[src/rtl/brush_raster.sv]
// brush_raster: stroke-drawing engine between the SPI command decoder and the
// pixel store. Commands are queued in a small FIFO and then turned into
// single-pixel writes, one pixel per accepted write.
//   STAMP : a square brush of half-width cmd_radius around (cmd_x, cmd_y),
//           clipped to the frame; cmd_erase paints colour 0.
//   CLEAR : fills the whole frame with cmd_color.
//   NOP   : consumed without any writes.
// Ports:
//   clk, reset                 pixel clock, asynchronous active-high reset
//   cmd_valid / cmd_ready      command handshake (cmd_ready = FIFO not full)
//   cmd_op/x/y/radius/color/erase  command payload
//   wr_en / wr_ready           pixel write handshake (write lands on wr_en && wr_ready)
//   wr_x, wr_y, wr_color       registered write address and colour
//   busy                       FIFO non-empty or engine active
module brush_raster #(
  parameter int unsigned XW    = 8,
  parameter int unsigned YW    = 8,
  parameter int unsigned XMAX  = 159,
  parameter int unsigned YMAX  = 119,
  parameter int unsigned CW    = 3,
  parameter int unsigned RW    = 3,
  parameter int unsigned DEPTH = 4
) (
  input  logic          clk,
  input  logic          reset,
  input  logic          cmd_valid,
  output logic          cmd_ready,
  input  logic [1:0]    cmd_op,
  input  logic [XW-1:0] cmd_x,
  input  logic [YW-1:0] cmd_y,
  input  logic [RW-1:0] cmd_radius,
  input  logic [CW-1:0] cmd_color,
  input  logic          cmd_erase,
  output logic          wr_en,
  input  logic          wr_ready,
  output logic [XW-1:0] wr_x,
  output logic [YW-1:0] wr_y,
  output logic [CW-1:0] wr_color,
  output logic          busy
);

  localparam int unsigned AW   = $clog2(DEPTH);
  localparam int unsigned CNTW = AW + 1;
  localparam int unsigned XW1  = XW + 1;
  localparam int unsigned YW1  = YW + 1;

  localparam logic [1:0]    OP_STAMP = 2'b00;
  localparam logic [1:0]    OP_CLEAR = 2'b01;
  localparam logic [XW:0]   XMAX_W   = XW1'(XMAX);
  localparam logic [YW:0]   YMAX_W   = YW1'(YMAX);
  localparam logic [CNTW-1:0] FULL_CNT = CNTW'(DEPTH);

  typedef struct packed {
    logic [1:0]    op;
    logic [XW-1:0] x;
    logic [YW-1:0] y;
    logic [RW-1:0] r;
    logic [CW-1:0] color;
    logic          erase;
  } cmd_t;

  typedef enum logic [1:0] {
    S_IDLE,
    S_LOAD,
    S_DRAW,
    S_CLEAR
  } state_t;

  state_t          state_q, state_d;
  logic [CNTW-1:0] cnt_q, cnt_d;
  logic [AW-1:0]   wptr_q, wptr_d;
  logic [AW-1:0]   rptr_q, rptr_d;
  cmd_t            cmd_q, cmd_d;
  logic [XW-1:0]   x0_q, x0_d;
  logic [XW-1:0]   x1_q, x1_d;
  logic [YW-1:0]   y1_q, y1_d;
  logic            wr_en_q, wr_en_d;
  logic [XW-1:0]   wr_x_q, wr_x_d;
  logic [YW-1:0]   wr_y_q, wr_y_d;
  logic [CW-1:0]   wr_color_q, wr_color_d;

  cmd_t            fifo_mem [DEPTH];
  cmd_t            cmd_in_c;
  logic            full_c;
  logic            push_c;
  logic            pop_c;

  // Clipped stamp bounds, evaluated one bit wider so x-r / x+r never wrap
  logic [XW:0]     xs_lo_c, xs_hi_c;
  logic [YW:0]     ys_lo_c, ys_hi_c;
  logic [XW-1:0]   x0_c, x1_c;
  logic [YW-1:0]   y0_c, y1_c;
  logic            off_frame_c;
  logic            last_col_c;
  logic            last_row_c;

  assign cmd_in_c = '{op: cmd_op, x: cmd_x, y: cmd_y, r: cmd_radius,
                      color: cmd_color, erase: cmd_erase};

  assign full_c = (cnt_q == FULL_CNT);
  assign push_c = cmd_valid && !full_c;
  assign pop_c  = (state_q == S_IDLE) && (cnt_q != '0);

  assign xs_lo_c = {1'b0, cmd_q.x} - XW1'(cmd_q.r);
  assign xs_hi_c = {1'b0, cmd_q.x} + XW1'(cmd_q.r);
  assign ys_lo_c = {1'b0, cmd_q.y} - YW1'(cmd_q.r);
  assign ys_hi_c = {1'b0, cmd_q.y} + YW1'(cmd_q.r);

  // A set MSB on the subtraction means x < r, i.e. the brush hangs off the left/top edge
  assign x0_c = xs_lo_c[XW] ? '0 : xs_lo_c[XW-1:0];
  assign y0_c = ys_lo_c[YW] ? '0 : ys_lo_c[YW-1:0];
  assign x1_c = (xs_hi_c > XMAX_W) ? XW'(XMAX) : xs_hi_c[XW-1:0];
  assign y1_c = (ys_hi_c > YMAX_W) ? YW'(YMAX) : ys_hi_c[YW-1:0];

  assign off_frame_c = (cmd_q.x > XW'(XMAX)) || (cmd_q.y > YW'(YMAX));

  assign last_col_c = (wr_x_q == x1_q);
  assign last_row_c = (wr_y_q == y1_q);

  // Command FIFO storage; occupancy and pointers live with the rest of the state
  always_ff @(posedge clk) begin
    if (push_c) begin
      fifo_mem[wptr_q] <= cmd_in_c;
    end
  end

  // State register
  always_ff @(posedge clk or posedge reset) begin
    if (reset) begin
      state_q    <= S_IDLE;
      cnt_q      <= '0;
      wptr_q     <= '0;
      rptr_q     <= '0;
      cmd_q      <= '0;
      x0_q       <= '0;
      x1_q       <= '0;
      y1_q       <= '0;
      wr_en_q    <= 1'b0;
      wr_x_q     <= '0;
      wr_y_q     <= '0;
      wr_color_q <= '0;
    end else begin
      state_q    <= state_d;
      cnt_q      <= cnt_d;
      wptr_q     <= wptr_d;
      rptr_q     <= rptr_d;
      cmd_q      <= cmd_d;
      x0_q       <= x0_d;
      x1_q       <= x1_d;
      y1_q       <= y1_d;
      wr_en_q    <= wr_en_d;
      wr_x_q     <= wr_x_d;
      wr_y_q     <= wr_y_d;
      wr_color_q <= wr_color_d;
    end
  end

  // Next-state: FIFO bookkeeping, command sequencing and raster stepping
  always_comb begin
    state_d    = state_q;
    cnt_d      = cnt_q;
    wptr_d     = wptr_q;
    rptr_d     = rptr_q;
    cmd_d      = cmd_q;
    x0_d       = x0_q;
    x1_d       = x1_q;
    y1_d       = y1_q;
    wr_en_d    = wr_en_q;
    wr_x_d     = wr_x_q;
    wr_y_d     = wr_y_q;
    wr_color_d = wr_color_q;

    // Pointers are AW bits wide, so they wrap modulo DEPTH on their own
    if (push_c) begin
      wptr_d = wptr_q + AW'(1);
    end
    if (pop_c) begin
      rptr_d = rptr_q + AW'(1);
    end
    case ({push_c, pop_c})
      2'b10:   cnt_d = cnt_q + CNTW'(1);
      2'b01:   cnt_d = cnt_q - CNTW'(1);
      default: cnt_d = cnt_q;
    endcase

    case (state_q)
      S_IDLE: begin
        if (pop_c) begin
          cmd_d   = fifo_mem[rptr_q];
          state_d = S_LOAD;
        end
      end

      S_LOAD: begin
        if (cmd_q.op == OP_CLEAR) begin
          x0_d       = '0;
          x1_d       = XW'(XMAX);
          y1_d       = YW'(YMAX);
          wr_x_d     = '0;
          wr_y_d     = '0;
          wr_color_d = cmd_q.color;
          wr_en_d    = 1'b1;
          state_d    = S_CLEAR;
        end else if ((cmd_q.op == OP_STAMP) && !off_frame_c) begin
          x0_d       = x0_c;
          x1_d       = x1_c;
          y1_d       = y1_c;
          wr_x_d     = x0_c;
          wr_y_d     = y0_c;
          wr_color_d = cmd_q.erase ? '0 : cmd_q.color;
          wr_en_d    = 1'b1;
          state_d    = S_DRAW;
        end else begin
          // NOP or a stamp centred outside the frame: nothing to draw
          state_d = S_IDLE;
        end
      end

      S_DRAW, S_CLEAR: begin
        // Hold the current pixel until the store takes it
        if (wr_ready) begin
          if (last_col_c) begin
            if (last_row_c) begin
              wr_en_d = 1'b0;
              state_d = S_IDLE;
            end else begin
              wr_x_d = x0_q;
              wr_y_d = wr_y_q + YW'(1);
            end
          end else begin
            wr_x_d = wr_x_q + XW'(1);
          end
        end
      end

      default: begin
        wr_en_d = 1'b0;
        state_d = S_IDLE;
      end
    endcase
  end

  assign cmd_ready = !full_c;
  assign busy      = (state_q != S_IDLE) || (cnt_q != '0);
  assign wr_en     = wr_en_q;
  assign wr_x      = wr_x_q;
  assign wr_y      = wr_y_q;
  assign wr_color  = wr_color_q;

endmodule

[config.mk]
export PLATFORM = sky130hd
export DESIGN_NAME = brush_raster
export DESIGN_NICKNAME = d
export VERILOG_FILES = /design/src/rtl/brush_raster.sv
export SDC_FILE = /design/constraint.sdc
export NUM_CORES = 1
export LEC_CHECK = 0
export ABC_CLOCK_PERIOD_IN_PS = 2430
export CORE_ASPECT_RATIO = 1.4
export CORE_MARGIN = 5
export CORE_UTILIZATION = 35
export CTS_CLUSTER_SIZE = 20
export DETAILED_ROUTE_END_ITERATION = 7
export GPL_TIMING_DRIVEN = 1
export PLACE_DENSITY_LB_ADDON = 0.2
export SLEW_MARGIN = 25
export SYNTH_ARGS = -nofsm -noshare
export SYNTH_HDL_FRONTEND = slang
export SYNTH_SLANG_ARGS = --single-unit
[constraint.sdc]
create_clock -name clk -period 2.43 [get_ports clk]
set_clock_uncertainty 0.1 [all_clocks]
set_input_delay 0.243 -clock clk [delete_from_list [all_inputs] [get_ports clk]]
set_output_delay 0.243 -clock clk [all_outputs]
set_load 0.1 [all_outputs]
==> impl_metrics.prom <==
# TYPE chip_impl_metric gauge
chip_impl_metric{name="timing.reg2reg.setup_slack",unit="ps"} -50
chip_impl_metric{name="final_nets",unit=""} 742
chip_impl_metric{name="max_cap_viols",unit=""} 0
chip_impl_metric{name="core_area",unit="sq um"} 23300
chip_impl_metric{name="layout.filler_cells",unit=""} 2158
chip_impl_metric{name="grt_start_max_net_pins",unit=""} 79
chip_impl_info{name="cp-end-kind",value="register"} 1
chip_impl_info{name="cts_root_buf",value="sky130_fd_sc_hd__clkbuf_16"} 1
chip_impl_info{name="rsz0062_at_grt",value="yes"} 1
chip_impl_metric{name="fin_total_pwr",unit="mW"} 8.50
chip_impl_info{name="worstSetupPathType",value="reg -> reg"} 1
chip_impl_metric{name="clock_latency",unit="ps"} 420
chip_impl_metric{name="wl_per_cell",unit="um"} 17.5
chip_impl_info{name="crit-reg2reg-launch",value="cmd_q[7]"} 1
chip_impl_metric{name="drcViolationCount",unit=""} 0
chip_impl_metric{name="synth_edf_count",unit=""} 100
chip_impl_metric{name="dp_slack",unit="ps"} -132
chip_impl_metric{name="report.final.hold_viol_count",unit=""} 0
chip_impl_metric{name="leakage",unit="nW"} 3.92
chip_impl_metric{name="floorplan.die_area",unit="sq um"} 26800
chip_impl_metric{name="length_in_cells_of_the_worst_reg_to_reg_path",unit=""} 9
chip_impl_info{name="violations",value="negative setup slack"} 1
chip_impl_metric{name="post_synth.cell_area_avg",unit="sq um"} 13.9
chip_impl_metric{name="worst_slack",unit="ps"} -50.2
chip_impl_metric{name="tightestPinTransition",unit="ps"} 432
chip_impl_metric{name="instances_no_fill",unit=""} 1008
chip_impl_metric{name="first_pass_iters",unit=""} 4
chip_impl_info{name="worst_r2r_endpoint",value="wr_y[7]"} 1
chip_impl_metric{name="grt_overflow",unit=""} 0
chip_impl_metric{name="max_freq",unit="GHz"} 0.403
chip_impl_metric{name="maxSlewViolCount",unit=""} 0
chip_impl_metric{name="dieWidth",unit="um"} 140
chip_impl_metric{name="power.ir.vdd_worst",unit="uV"} 837
chip_impl_metric{name="synthToLayoutAreaGrowth",unit="%"} 22.9
chip_impl_metric{name="layout.area.seq",unit="sq um"} 4980
chip_impl_metric{name="finalWirelength",unit="um"} 17700
chip_impl_info{name="cts_tree",value="done"} 1
chip_impl_metric{name="synth-seq-area-share",unit="%"} 60.0
chip_impl_metric{name="cts_sinks",unit=""} 178
chip_impl_metric{name="final_critical_delay_including_setup_and_external_delays",unit="ps"} 2480
chip_impl_metric{name="synth.cell_area",unit="sq um"} 8260
chip_impl_metric{name="yosysWarningCount",unit=""} 0
chip_impl_metric{name="tritoncts.num_buffers",unit=""} 17
chip_impl_metric{name="post_dp_cell_area",unit="sq um"} 9490
chip_impl_metric{name="setup_viol_count_final",unit=""} 3
chip_impl_metric{name="clk_pin_slew",unit="ps"} 80
chip_impl_metric{name="place.detailed.instances",unit=""} 974
chip_impl_metric{name="finish.instance_area",unit="sq um"} 10200
chip_impl_metric{name="grt_pass1_vias",unit=""} 5356
chip_impl_metric{name="fp.dieH",unit="um"} 192
chip_impl_metric{name="synth.top_cell.area_share",unit="%"} 36.3
chip_impl_metric{name="synthesis.instances",unit=""} 595
chip_impl_metric{name="required",unit="ps"} 2630
chip_impl_metric{name="power_per_cell_area",unit="nW/um^2"} 837
chip_impl_metric{name="critPathArrivalTime",unit="ps"} 2680
chip_impl_info{name="synth.largest_area_cell",value="sky130_fd_sc_hd__edfxtp_1"} 1
chip_impl_metric{name="via_per_inst",unit=""} 5.00
chip_impl_metric{name="buffer_ports.inserted",unit=""} 50
chip_impl_metric{name="drive_gt1_share",unit="%"} 30.1
chip_impl_metric{name="routed-via-count",unit=""} 5041
chip_impl_metric{name="initial_antenna_violation_count",unit=""} 0
chip_impl_metric{name="dp.final_hpwl",unit="um"} 12600
chip_impl_metric{name="grt_first_pass_wirelength",unit="um"} 29200
chip_impl_metric{name="initial_utilization",unit="%"} 35.5
chip_impl_metric{name="path_max_fanout",unit=""} 4
chip_impl_metric{name="relative_slew_slack",unit="%"} 71.2
chip_impl_metric{name="ant_nets",unit=""} 0
chip_impl_metric{name="multi_input_comb_area",unit="sq um"} 3170
chip_impl_metric{name="io_pins",unit=""} 51
chip_impl_metric{name="grt_use_total",unit="%"} 13.8
chip_impl_metric{name="drt_iter0_drc",unit=""} 303
chip_impl_metric{name="distinct_cell_type_count_after_synthesis",unit=""} 62
chip_impl_metric{name="antenna-diode-count",unit=""} 0
chip_impl_info{name="outcome",value="complete, but fails checks"} 1
chip_impl_metric{name="htree_num_levels",unit=""} 4
chip_impl_info{name="min-delay-path-class",value="in -> async"} 1
chip_impl_metric{name="final.period_utilization",unit="%"} 102
chip_impl_metric{name="cts_max_path_buffers",unit=""} 2
chip_impl_info{name="ys.flop_type",value="sky130_fd_sc_hd__edfxtp_1"} 1
chip_impl_info{name="synth.area.top_cells",value="sky130_fd_sc_hd__edfxtp_1 36%, sky130_fd_sc_hd__dfrtp_1 24%, sky130_fd_sc_hd__mux4_2 6.8%"} 1
chip_impl_info{name="startpoint_kind_of_the_worst_setup_timing_path",value="register"} 1
chip_impl_metric{name="gp_congestion",unit=""} 0.806
chip_impl_metric{name="postSynth.asyncResetShare",unit="%"} 43.8
chip_impl_metric{name="postSynthRegisterBits",unit=""} 178
chip_impl_metric{name="nets_in_the_synthesized_netlist",unit=""} 648
chip_impl_metric{name="cell_row_count",unit=""} 66
## synth_stat cells (14+ instances only)
cell type,instances
sky130_fd_sc_hd__a21oi_1,14
sky130_fd_sc_hd__clkbuf_1,17
sky130_fd_sc_hd__dfrtp_1,78
sky130_fd_sc_hd__edfxtp_1,100
sky130_fd_sc_hd__ha_1,19
sky130_fd_sc_hd__inv_1,20
sky130_fd_sc_hd__mux2_2,27
sky130_fd_sc_hd__mux4_2,25
sky130_fd_sc_hd__nand2_1,45
sky130_fd_sc_hd__nand3_1,16
sky130_fd_sc_hd__nor2_1,28
sky130_fd_sc_hd__o21ai_0,23
sky130_fd_sc_hd__xnor2_1,24
sky130_fd_sc_hd__xor2_1,20
## placed cells by master (no fill, tap or decap), types with 4 or more instances in the layout
cell	count
sky130_fd_sc_hd__a21o_1	4
sky130_fd_sc_hd__a21oi_1	11
sky130_fd_sc_hd__a221o_1	5
sky130_fd_sc_hd__a22o_1	4
sky130_fd_sc_hd__a31oi_1	4
sky130_fd_sc_hd__and3_1	6
sky130_fd_sc_hd__buf_12	6
sky130_fd_sc_hd__buf_4	71
sky130_fd_sc_hd__clkbuf_16	17
sky130_fd_sc_hd__clkdlybuf4s50_1	28
sky130_fd_sc_hd__dfrtp_1	60
sky130_fd_sc_hd__dfrtp_2	18
sky130_fd_sc_hd__edfxtp_1	100
sky130_fd_sc_hd__ha_1	18
sky130_fd_sc_hd__inv_1	16
sky130_fd_sc_hd__inv_8	4
sky130_fd_sc_hd__mux2_2	27
sky130_fd_sc_hd__mux2i_1	11
sky130_fd_sc_hd__mux4_2	25
sky130_fd_sc_hd__nand2_1	45
sky130_fd_sc_hd__nand3_1	15
sky130_fd_sc_hd__nand4_1	5
sky130_fd_sc_hd__nor2_1	27
sky130_fd_sc_hd__nor2b_1	6
sky130_fd_sc_hd__nor3_1	6
sky130_fd_sc_hd__nor4_1	4
sky130_fd_sc_hd__o211ai_1	5
sky130_fd_sc_hd__o21ai_0	18
sky130_fd_sc_hd__o21ai_1	4
sky130_fd_sc_hd__o31ai_1	8
sky130_fd_sc_hd__o32a_1	5
sky130_fd_sc_hd__or3_1	4
sky130_fd_sc_hd__xnor2_1	24
sky130_fd_sc_hd__xor2_1	20
## metrics by stage
step	TNS (ps)	hold slack [ps]	util, %
floorplan	-1550	242	-
global placement	-422	360	40.7
detailed placement	-859	368	40.7
CTS	-166	133	43.4
global route	-765	158	43.6
finish	-111	118	43.6
## metal layers
layer / global-route usage (%) / vias up / share of wire, %
met5: 0 / - / 0
met4: 4.40 / 0 / 1.5
li1: - / 2412 / -
met1: 16.8 / 2534 / 43
met3: 2.49 / 12 / 2.6
met2: 24.7 / 83 / 53
## flip-flops by register name, indices dropped and copies added (netlist names)
signal	cells
fifo_mem	100
x1_q	8
cnt_q	3
wr_x	8
state_q	2
wptr_q	2
cmd_q	25
y1_q	8
x0_q	8
wr_en	1
wr_y	8
rptr_q	2
wr_color	3
## logic make-up (layout without fill, tap and decap cells)
family | count (synthesis) | count (layout) | share of synthesized area, %
flops | 178 | 178 | 60.0
simple gates | 141 | 141 | 8.43
mux | 64 | 64 | 11.9
xor+xnor | 44 | 44 | 4.66
buf+inv | 52 | 159 | 2.74
compound gates | 92 | 92 | 8.18
fa+ha+maj | 24 | 24 | 4.09
## how the worst max path moves through the flow
stage,slack [ps],cells after the start,start,end
after floorplan,-180,10,cnt_q[0],cnt_q[2]
after global placement,-100,9,cmd_q[7],wr_y[3]
after detailed placement,-130,9,cmd_q[7],wr_y[3]
after CTS,-70,9,cmd_q[7],wr_y[3]
after global routing,-150,9,cmd_q[7],wr_y[7]
final,-50,9,cmd_q[7],wr_y[7]
## repair_timing
| action | 4_1_cts | 5_1_grt |
|---|---|---|
| pin swaps | 3 | 5 |
| resized for setup | 7 | 15 |
| hold buffers | 0 | 0 |
| endpoints found under the setup margin | 19 | 21 |
| cloned | 0 | 0 |
| setup buffers | 1 | 1 |
## critical path, stage by stage, from the launching register on
cell                      delay [ps]
sky130_fd_sc_hd__dfrtp_1         390
sky130_fd_sc_hd__inv_2            80
sky130_fd_sc_hd__ha_4            120
sky130_fd_sc_hd__inv_2            30
sky130_fd_sc_hd__fa_2            330
sky130_fd_sc_hd__a21o_1          180
sky130_fd_sc_hd__or4_4           450
sky130_fd_sc_hd__o31ai_4         260
sky130_fd_sc_hd__nor2_2          100
sky130_fd_sc_hd__a221o_1         310
## report_power, final
group	leakage, nW	internal, mW	total, mW	switching [mW]
sequential	1.92	3.70	3.94	0.243
clock	0.287	1.47	2.73	1.26
combinational	1.71	0.602	1.84	1.23
total	3.92	5.77	8.50	2.73
## layout make-up
type	count	area share, %
clock buffer	18	4.23
clock inverter	14	1.68
timing repair buffer	106	9.30
inverter	21	0.788
multi-input combinational	365	31.2
tap	306	3.77
sequential	178	49.0
Note: power is estimated with default switching activity, not from simulation.
